File: src/rtl/memory_arbiter.sv
// Two-port (instruction fetch / data) arbiter in front of a single shared memory.
// Each port has a one-entry pending slot; ties are resolved round-robin; mem_* and valids are registered.
module memory_arbiter #(
  parameter bit FIRST_GRANT_DATA = 1'b1
) (
  input  logic        clk,
  input  logic        rst_n,
  input  logic        i_start,
  output logic        i_ready,
  input  logic [31:0] i_addr,
  input  logic        i_flush,
  output logic [31:0] i_inst,
  output logic        i_valid,
  input  logic        d_start,
  input  logic        d_write,
  output logic        d_ready,
  input  logic [31:0] d_addr,
  input  logic [31:0] d_wdata,
  input  logic [31:0] d_wmask,
  output logic [31:0] d_rdata,
  output logic        d_rdata_valid,
  output logic        mem_start,
  output logic        mem_write,
  output logic [31:0] mem_addr,
  output logic [31:0] mem_wdata,
  output logic [31:0] mem_wmask,
  input  logic        mem_ready,
  input  logic [31:0] mem_rdata,
  input  logic        mem_rdata_valid
);

  typedef enum logic [1:0] {IDLE = 2'd0, ISSUE = 2'd1, WAIT_RESP = 2'd2} state_t;

  state_t      state_q, state_d;
  logic        owner_q, owner_d;
  logic        last_data_q, last_data_d;
  logic        drop_q, drop_d;
  logic        i_pend_q, i_pend_d;
  logic [31:0] i_slot_addr_q, i_slot_addr_d;
  logic        d_pend_q, d_pend_d;
  logic        d_slot_write_q, d_slot_write_d;
  logic [31:0] d_slot_addr_q, d_slot_addr_d;
  logic [31:0] d_slot_wdata_q, d_slot_wdata_d;
  logic [31:0] d_slot_wmask_q, d_slot_wmask_d;
  logic        mem_start_q, mem_start_d;
  logic        mem_write_q, mem_write_d;
  logic [31:0] mem_addr_q, mem_addr_d;
  logic [31:0] mem_wdata_q, mem_wdata_d;
  logic [31:0] mem_wmask_q, mem_wmask_d;
  logic [31:0] i_inst_q, i_inst_d;
  logic        i_valid_q, i_valid_d;
  logic [31:0] d_rdata_q, d_rdata_d;
  logic        d_rdata_valid_q, d_rdata_valid_d;

  logic i_busy_s, d_busy_s, i_pend_live_s, grant_data_s;

  // owner_q: 1 = data port owns the in-flight transaction, 0 = instruction port
  assign i_busy_s      = (state_q != IDLE) && !owner_q;
  assign d_busy_s      = (state_q != IDLE) && owner_q;
  assign i_ready       = !i_pend_q && !i_busy_s;
  assign d_ready       = !d_pend_q && !d_busy_s;
  assign i_pend_live_s = i_pend_q && !(i_flush && !i_busy_s);
  assign grant_data_s  = d_pend_q && (!i_pend_live_s || !last_data_q);

  assign mem_start     = mem_start_q;
  assign mem_write     = mem_write_q;
  assign mem_addr      = mem_addr_q;
  assign mem_wdata     = mem_wdata_q;
  assign mem_wmask     = mem_wmask_q;
  assign i_inst        = i_inst_q;
  assign i_valid       = i_valid_q;
  assign d_rdata       = d_rdata_q;
  assign d_rdata_valid = d_rdata_valid_q;

  always_comb begin
    state_d         = state_q;
    owner_d         = owner_q;
    last_data_d     = last_data_q;
    drop_d          = drop_q;
    i_pend_d        = i_pend_q;
    i_slot_addr_d   = i_slot_addr_q;
    d_pend_d        = d_pend_q;
    d_slot_write_d  = d_slot_write_q;
    d_slot_addr_d   = d_slot_addr_q;
    d_slot_wdata_d  = d_slot_wdata_q;
    d_slot_wmask_d  = d_slot_wmask_q;
    mem_start_d     = mem_start_q;
    mem_write_d     = mem_write_q;
    mem_addr_d      = mem_addr_q;
    mem_wdata_d     = mem_wdata_q;
    mem_wmask_d     = mem_wmask_q;
    i_inst_d        = i_inst_q;
    i_valid_d       = 1'b0;
    d_rdata_d       = d_rdata_q;
    d_rdata_valid_d = 1'b0;

    if (i_start && i_ready) begin
      i_pend_d      = 1'b1;
      i_slot_addr_d = i_addr;
    end else if (i_flush && !i_busy_s) begin
      i_pend_d = 1'b0;
    end else begin
      i_pend_d = i_pend_q;
    end

    if (d_start && d_ready) begin
      d_pend_d       = 1'b1;
      d_slot_write_d = d_write;
      d_slot_addr_d  = d_addr;
      d_slot_wdata_d = d_wdata;
      d_slot_wmask_d = d_wmask;
    end else begin
      d_pend_d = d_pend_q;
    end

    case (state_q)
      IDLE: begin
        if (i_pend_live_s || d_pend_q) begin
          // Round-robin pointer only advances on a genuine tie.
          if (i_pend_live_s && d_pend_q) begin
            last_data_d = grant_data_s;
          end else begin
            last_data_d = last_data_q;
          end
          owner_d     = grant_data_s;
          drop_d      = 1'b0;
          state_d     = ISSUE;
          mem_start_d = 1'b1;
          mem_write_d = grant_data_s ? d_slot_write_q : 1'b0;
          mem_addr_d  = grant_data_s ? d_slot_addr_q : i_slot_addr_q;
          mem_wdata_d = grant_data_s ? d_slot_wdata_q : 32'd0;
          mem_wmask_d = grant_data_s ? d_slot_wmask_q : 32'd0;
        end else begin
          state_d = IDLE;
        end
      end
      ISSUE: begin
        if (!owner_q && i_flush) begin
          drop_d = 1'b1;
        end else begin
          drop_d = drop_q;
        end
        if (mem_ready) begin
          mem_start_d = 1'b0;
          state_d     = mem_write_q ? IDLE : WAIT_RESP;
          if (owner_q) begin
            d_pend_d = 1'b0;
          end else begin
            i_pend_d = 1'b0;
          end
        end else begin
          state_d = ISSUE;
        end
      end
      WAIT_RESP: begin
        if (!owner_q && i_flush) begin
          drop_d = 1'b1;
        end else begin
          drop_d = drop_q;
        end
        if (mem_rdata_valid) begin
          state_d = IDLE;
          if (owner_q) begin
            d_rdata_d       = mem_rdata;
            d_rdata_valid_d = 1'b1;
          end else if (!(drop_q || i_flush)) begin
            i_inst_d  = mem_rdata;
            i_valid_d = 1'b1;
          end else begin
            i_valid_d = 1'b0;
          end
        end else begin
          state_d = WAIT_RESP;
        end
      end
      default: begin
        state_d     = IDLE;
        mem_start_d = 1'b0;
      end
    endcase
  end

  always_ff @(posedge clk or negedge rst_n) begin
    if (!rst_n) begin
      state_q         <= IDLE;
      owner_q         <= 1'b0;
      last_data_q     <= !FIRST_GRANT_DATA;
      drop_q          <= 1'b0;
      i_pend_q        <= 1'b0;
      i_slot_addr_q   <= 32'd0;
      d_pend_q        <= 1'b0;
      d_slot_write_q  <= 1'b0;
      d_slot_addr_q   <= 32'd0;
      d_slot_wdata_q  <= 32'd0;
      d_slot_wmask_q  <= 32'd0;
      mem_start_q     <= 1'b0;
      mem_write_q     <= 1'b0;
      mem_addr_q      <= 32'd0;
      mem_wdata_q     <= 32'd0;
      mem_wmask_q     <= 32'd0;
      i_inst_q        <= 32'd0;
      i_valid_q       <= 1'b0;
      d_rdata_q       <= 32'd0;
      d_rdata_valid_q <= 1'b0;
    end else begin
      state_q         <= state_d;
      owner_q         <= owner_d;
      last_data_q     <= last_data_d;
      drop_q          <= drop_d;
      i_pend_q        <= i_pend_d;
      i_slot_addr_q   <= i_slot_addr_d;
      d_pend_q        <= d_pend_d;
      d_slot_write_q  <= d_slot_write_d;
      d_slot_addr_q   <= d_slot_addr_d;
      d_slot_wdata_q  <= d_slot_wdata_d;
      d_slot_wmask_q  <= d_slot_wmask_d;
      mem_start_q     <= mem_start_d;
      mem_write_q     <= mem_write_d;
      mem_addr_q      <= mem_addr_d;
      mem_wdata_q     <= mem_wdata_d;
      mem_wmask_q     <= mem_wmask_d;
      i_inst_q        <= i_inst_d;
      i_valid_q       <= i_valid_d;
      d_rdata_q       <= d_rdata_d;
      d_rdata_valid_q <= d_rdata_valid_d;
    end
  end

endmodule

File: config.mk
export PLATFORM = sky130hd
export DESIGN_NAME = memory_arbiter
export DESIGN_NICKNAME = d
export VERILOG_FILES = /design/src/rtl/memory_arbiter.sv
export SDC_FILE = /design/constraint.sdc
export NUM_CORES = 1
export LEC_CHECK = 0
export ABC_AREA = 1
export CAP_MARGIN = 5
export CORE_MARGIN = 3
export CORE_UTILIZATION = 55
export DETAILED_ROUTE_END_ITERATION = 16
export DONT_BUFFER_PORTS = 1
export MAX_ROUTING_LAYER = met4
export PLACE_DENSITY = 0.82
export REMOVE_ABC_BUFFERS = 1
export SLEW_MARGIN = 10
export SYNTH_ARGS = -nofsm -noshare
export SYNTH_HDL_FRONTEND = slang
export SYNTH_SLANG_ARGS = --single-unit
File: constraint.sdc
create_clock -name clk -period 2.35 [get_ports clk]
set_input_delay 0.3525 -clock clk [delete_from_list [all_inputs] [get_ports clk]]
set_output_delay 0.3525 -clock clk [all_outputs]
set_load 0.005 [all_outputs]
# Word-level counts from Yosys, hierarchy flattened
# Index checks and enable logic that the tools add are counted.
[totals]
register_bits = 300
inputBits = 168
out_inout_bits = 166
wordCells = 91
[classes]
eq_ne = 5
n_mux = 31
bitwise_logic = 3
n_reduce_logical = 32
[op_table]
columns = ["cell", "n"]
rows = [
  ["$mux 32", 3],
  ["$mux 1", 22],
  ["$reduce_and 3->1", 4],
  ["$logic_and 1x1->1", 11],
  ["$logic_not 1->1", 8],
  ["$mux 2", 3],
  ["$pmux 2 s3", 1],
  ["$ne 2x2->1 const B", 2],
  ["$reduce_and 4->1", 1],
  ["$reduce_bool 2->1", 2],
  ["$logic_or 1x1->1", 3],
  ["$not 1->1", 3],
  ["$pmux 1 s3", 1],
  ["$eq 2x1->1 const B", 1],
  ["$eq 2x2->1 const B", 1],
  ["$logic_not 2->1", 1],
  ["$ne 2x1->1 const B", 1],
  ["$pmux 1 s2", 1],
  ["$reduce_and 2->1", 1],
  ["$reduce_or 2->1", 1],
]

# Logic depth before layout (Yosys ltp)
[depth]
ltp_word = 10
depth_mapped = 11
depth_no_buf = 8

# Least setup slack after synthesis
# Ideal clock, no wire load.
[synth_timing]
kind = "register -> register"
start = "reg state_q[0]"
end = "reg mem_wdata_q[0] (netlist: mem_wdata[0])"
setup_time_ps = 116
t_arrival_ps = 1528
required_time_ps = 2234
setup_slack_ps = 706
stages_incl_launch_ff = 12
path_buffers = 3
period_less_slack_ps = 1644
cell_sequence = "dfrtp_1 inv_1 ha_1 buf_2 o21ai_2 nand3_2 nand2_4 nor2_2 buf_6 buf_6 nand2_1 nand2_1"
[synth_between]
elab_chain_cells = 10
elab_cells_between_ends = 13
cone_classes = "mux: 1; reduce/logical: 12"
[synth_lines]
columns = ["element", "line_no", "rtl"]
rows = [
  ["start: declaration", "34", "state_t state_q, state_d;"],
  ["start signal: assignment", "206", "state_q <= state_d;"],
  ["$reduce_bool 2->1", "58", "assign i_busy_s = (state_q != IDLE) && !owner_q;"],
  ["$logic_and 1x1->1", "58", ""],
  ["$logic_not 1->1", "62", "assign i_pend_live_s = i_pend_q && !(i_flush && !i_busy_s);"],
  ["$logic_and 1x1->1", "62", ""],
  ["$logic_not 1->1", "62", ""],
  ["$logic_and 1x1->1", "62", ""],
  ["$logic_not 1->1", "63", "assign grant_data_s = d_pend_q && (!i_pend_live_s || !last_data_q);"],
  ["$logic_or 1x1->1", "63", ""],
  ["$logic_and 1x1->1", "63", ""],
  ["$mux 32", "131", "mem_wdata_d = grant_data_s ? d_slot_wdata_q : 32'd0;"],
  ["end signal: assignment", "220", "mem_wdata_q <= mem_wdata_d;"],
  ["end: declaration", "48", "logic [31:0] mem_wdata_q, mem_wdata_d;"],
]
# Several ways; a longest one is shown, not always the timed one.
# A chain may end at the register's enable or synchronous reset.

# Worst setup path in the final report
[layout_timing]
start = "reg state_q[0]"
end = "reg d_slot_wdata_q[27]"
[layout_between]
elab_chain_cells = 5
[layout_lines]
columns = ["element", "line_no", "rtl"]
rows = [
  ["$reduce_bool 2->1", "59", "assign d_busy_s = (state_q != IDLE) && owner_q;"],
  ["$logic_and 1x1->1", "59", ""],
  ["$logic_not 1->1", "61", "assign d_ready = !d_pend_q && !d_busy_s;"],
  ["$logic_and 1x1->1", "61", ""],
  ["$logic_and 1x1->1", "106", "if (d_start && d_ready) begin"],
  ["end signal: assignment", "215", "d_slot_wdata_q <= d_slot_wdata_d;"],
  ["end: declaration", "43", "logic [31:0] d_slot_wdata_q, d_slot_wdata_d;"],
]
# No other way between the ends.

==> results list <==
- The synthesized netlist contains 26 unique library cells.
- Time the final worst path needs with I/O delays and setup: 2.23 ns
- Detailed placement HPWL: 18100 µm
- The synthesized netlist devotes 0.419% of its cell area to adder and majority cells.
- Normalized max-slew margin: 40.9%
- Drt pass-1 iters: 10
* Mux share of post-synthesis cell area: 0%
* Most used standard cell by instance count after synthesis: nand2_1
- XOR/XNOR Fraction of Synth Area: 0%
- Placed Instance Area: 12100 µm²
- Global routing consumed, over all layers together, 30.4% of the routing resources.
* Synthesized-area fraction occupied by ao, oa, aoi and oai cells: 6.06%
- Worst setup EP type: register
- The top cell type by area accounts for 62.8% of the synthesized area.
* Largest family of logic cells by synthesized area: simple AND/OR/NAND/NOR gates
* Wire length of the first global-routing pass: 56700 µm
- Counting both buffers and inverters, the worst setup path holds a total of 4.
* Worst path top cell family by delay: buffers and inverters
* Site row count: 53
- Num ports: 334
- Effective utilization at floorplan: 56.4%
- Cell chosen for the clock root: clkbuf_16
- Summing the areas of all and, or, nand and nor instances in the mapped netlist gives 23.8% of the synthesized area.
- Cells after DPL: 1549
- The final critical path takes up 95.0% of the cycle.
- Post-layout net count: 1702
- Via count of the first global-routing pass: 10900
* Critical path arrival: 2.71 ns
* Final setup skew: 0.0185 ns
- Total leakage power: 7.77 nW
- Largest area contributor in the synthesized netlist: dfrtp_1
- In the synthesized netlist the async set-or-reset flop fraction comes to 100%.
- At the later pin of the worst-skew pair, clock insertion delay measures 0.55 ns.
- First DRT Iteration DRCs: 993
- Critical Path Source Type: register
* Sum of negative setup slack: 0 ns
- Wires add up to 35800 µm.
- Entering global routing, the biggest net connects 301 pins.
* Synthesized cell area: 12000 µm²
* Crit path max-delay cell type: dlygate4sd3_1
- Buffers on Ports: 0
* Final antenna-violating net count: 0
* Post-detailed-route DRC marker count: 0
- Most common library cells after synthesis: nand2_1 (497), dfrtp_1 (300), nand3_1 (132)
- Post-synthesis sequential area ratio: 62.8%
- The tightest min-delay check is of the in2async type.
- Along the worst path, the maximum fanout reaches 18.
- Static timing analysis puts the maximum clock frequency at 0.448 GHz.
- The signal on the critical path passes through inv_1 > ha_4 > inv_2 > a21oi_4 > buf_6 > nand3_1 > dlygate4sd3_1 > nand2_1.
* Core area: 21200 µm²
* Delay of the slowest cell on the worst path: 0.61 ns
* Result of the run: finished, violations left
- After synthesis, the cell types taking the most area are dfrtp_1 (63%), nand2_1 (16%), nand3_1 (5.5%).
- Yosys printed 0 warnings.
- Once layout is done, the placed cells without fillers occupy 15400 µm².
- Clock buffer count from CTS: 30
- The checks that failed: hold timing.
- Post-layout instance count excluding filler cells: 1828
- In this run the number of H-tree levels came out at 1.
- Final setup fails: 0
* Transition time at the pin with the least slew margin: 0.885 ns
- Synth Area per Inst: 8.94 µm²
- Number of endpoints with negative hold slack in the final report: 300
* DIE AREA: 23500 µm²
- The layout has 1282 filler cells.
* Tot Pwr: 21.0 mW
- Max Cap Viol: 0
- Counting cells, the worst reg-to-reg path comes to 8.
- The clock net in this run drives a total of 300 sinks.
- The final number of max-transition violations is 0.
* Vias: 10400
* Clock tree from TritonCTS: built
* Stages on worst setup path: 8
- After clock tree synthesis, the clock-pin slew on the worst setup and hold paths is 0.07 ns.
- For the worst setup path, the data required time is 2.83 ns.
- Antenna violations before repair: 0
* Total grt overflow: 0
- Number of inserted diodes: 0
- The synthesized design contains 0 enable-type register cells.
* Maximum root-to-sink buffer count: 3
* Final GP Congestion: 0.862
- Worst hold slack after final layout: -0.492 ns
* Ratio of total power to cell area: 1370 nW/µm²
- Post-Syn Instances: 1337
- From synthesis to final layout, the design area changed by 28.4%.
- Synthesis-stage register bit count: 300
- Width of the chip: 153 µm
* Detailed-route vias per instance: 5.70
- Setup repair after global routing missed its margin: no
- The worst setup path is of the reg2reg kind.
- Final core area utilization: 72.4%
- Layout cell share with drive strength beyond 1: 5.22%
- Die span in y: 153 µm
- Most frequently used flop master after synthesis: dfrtp_1
* Routed wirelength normalized by instance count: 19.6 µm
- The worst-case IR drop observed on VDD is 0.926 mV.
==> cell type report <==
| class | count | area [µm²] | share of cell area [%] |
|---|---|---|---|
| well taps | 275 | 344 | 2.24 |
| repair buffers | 240 | 2430 | 15.8 |
| flip-flops and latches | 300 | 7510 | 48.9 |
| clock inverters | 11 | 115 | 0.750 |
| inverters | 108 | 405 | 2.64 |
| clock buffers | 44 | 895 | 5.83 |
| multi-input cells | 850 | 3650 | 23.8 |
==> placed cells by master, fill, tap and decap left out, drive strengths merged <==
| cell | instances |
|---|---|
| o22ai | 1 |
| clkinv | 7 |
| bufinv | 2 |
| clkbuf | 44 |
| nor3 | 1 |
| dfrtp | 300 |
| inv | 109 |
| clkinvlp | 1 |
| o21ai | 68 |
| nand2 | 499 |
| ha | 4 |
| and2 | 1 |
| a21oi | 71 |
| buf | 17 |
| nor2 | 70 |
| nand3 | 133 |
| dlygate4sd3 | 223 |
| nand4 | 2 |
==> layer usage <==
metal	wire [µm]	global-route usage (%)	part of all wire (%)	up-vias
met1	13000	36.8	36	5045
met2	17800	49.6	50	689
met4	1430	11.6	4.0	0
met3	3570	7.73	10	144
li1	-	-	-	4543
met5	0	-	0	-
==> cells by family (layout without fill, tap and decap cells) <==
| logic type | after synthesis | after routing |
|---|---|---|
| buffers and inverters | 187 | 403 |
| adders and majority gates | 4 | 4 |
| DFF | 300 | 300 |
| AOI/OAI and AO/OA | 140 | 140 |
| and+or+nand+nor | 706 | 706 |
==> final timing paths <==
kind                                      endpoint          startpoint  slack (ns)
worst max-delay path            d_slot_wdata_q[27]          state_q[0]        0.12
worst min-delay path                   d_rdata[18]               rst_n       -0.49
worst max register to register  d_slot_wdata_q[27]          state_q[0]        0.12
worst min register to register       mem_wdata[21]  d_slot_wdata_q[21]        0.47
max in group asynchronous            mem_wdata[30]               rst_n        2.41
min in group clk                        i_inst[10]       mem_rdata[10]        0.03
==> repair_timing <==
item / 4_1_cts / 5_1_grt
gates resized for setup: 1 / 7
setup buffers: 0 / 1
hold buffers: 222 / 1
pin swaps: 0 / 1
endpoints found under the setup margin: 1 / 61
hold endpoints to repair: 484 / 301
==> per-stage QoR <==
stage               hold WS [ns]  setup slack (ns)
floorplan                 0.0569             -1.95
global placement          0.0626             0.378
detailed placement        0.0628             0.207
CTS                       -0.514          0.000145
global route              -0.512           0.00409
finish                    -0.492             0.119
==> power breakdown <==
| part | switching, mW | internal [mW] | total, mW |
|---|---|---|---|
| logic | 4.42 | 2.42 | 6.85 |
| registers | 1.78 | 7.54 | 9.32 |
| clock network | 2.00 | 2.85 | 4.85 |
| total | 8.20 | 12.8 | 21.0 |
==> flip-flops by register name, summed over array words and instances, names as in the netlist, 2 cells and up <==
| register | cells |
|---|---|
| d_rdata | 32 |
| d_slot_addr_q | 32 |
| d_slot_wdata_q | 32 |
| d_slot_wmask_q | 32 |
| i_inst | 32 |
| i_slot_addr_q | 32 |
| mem_addr | 32 |
| mem_wdata | 32 |
| mem_wmask | 32 |
| state_q | 2 |
No activity file was read; power rests on OpenSTA's default activity.
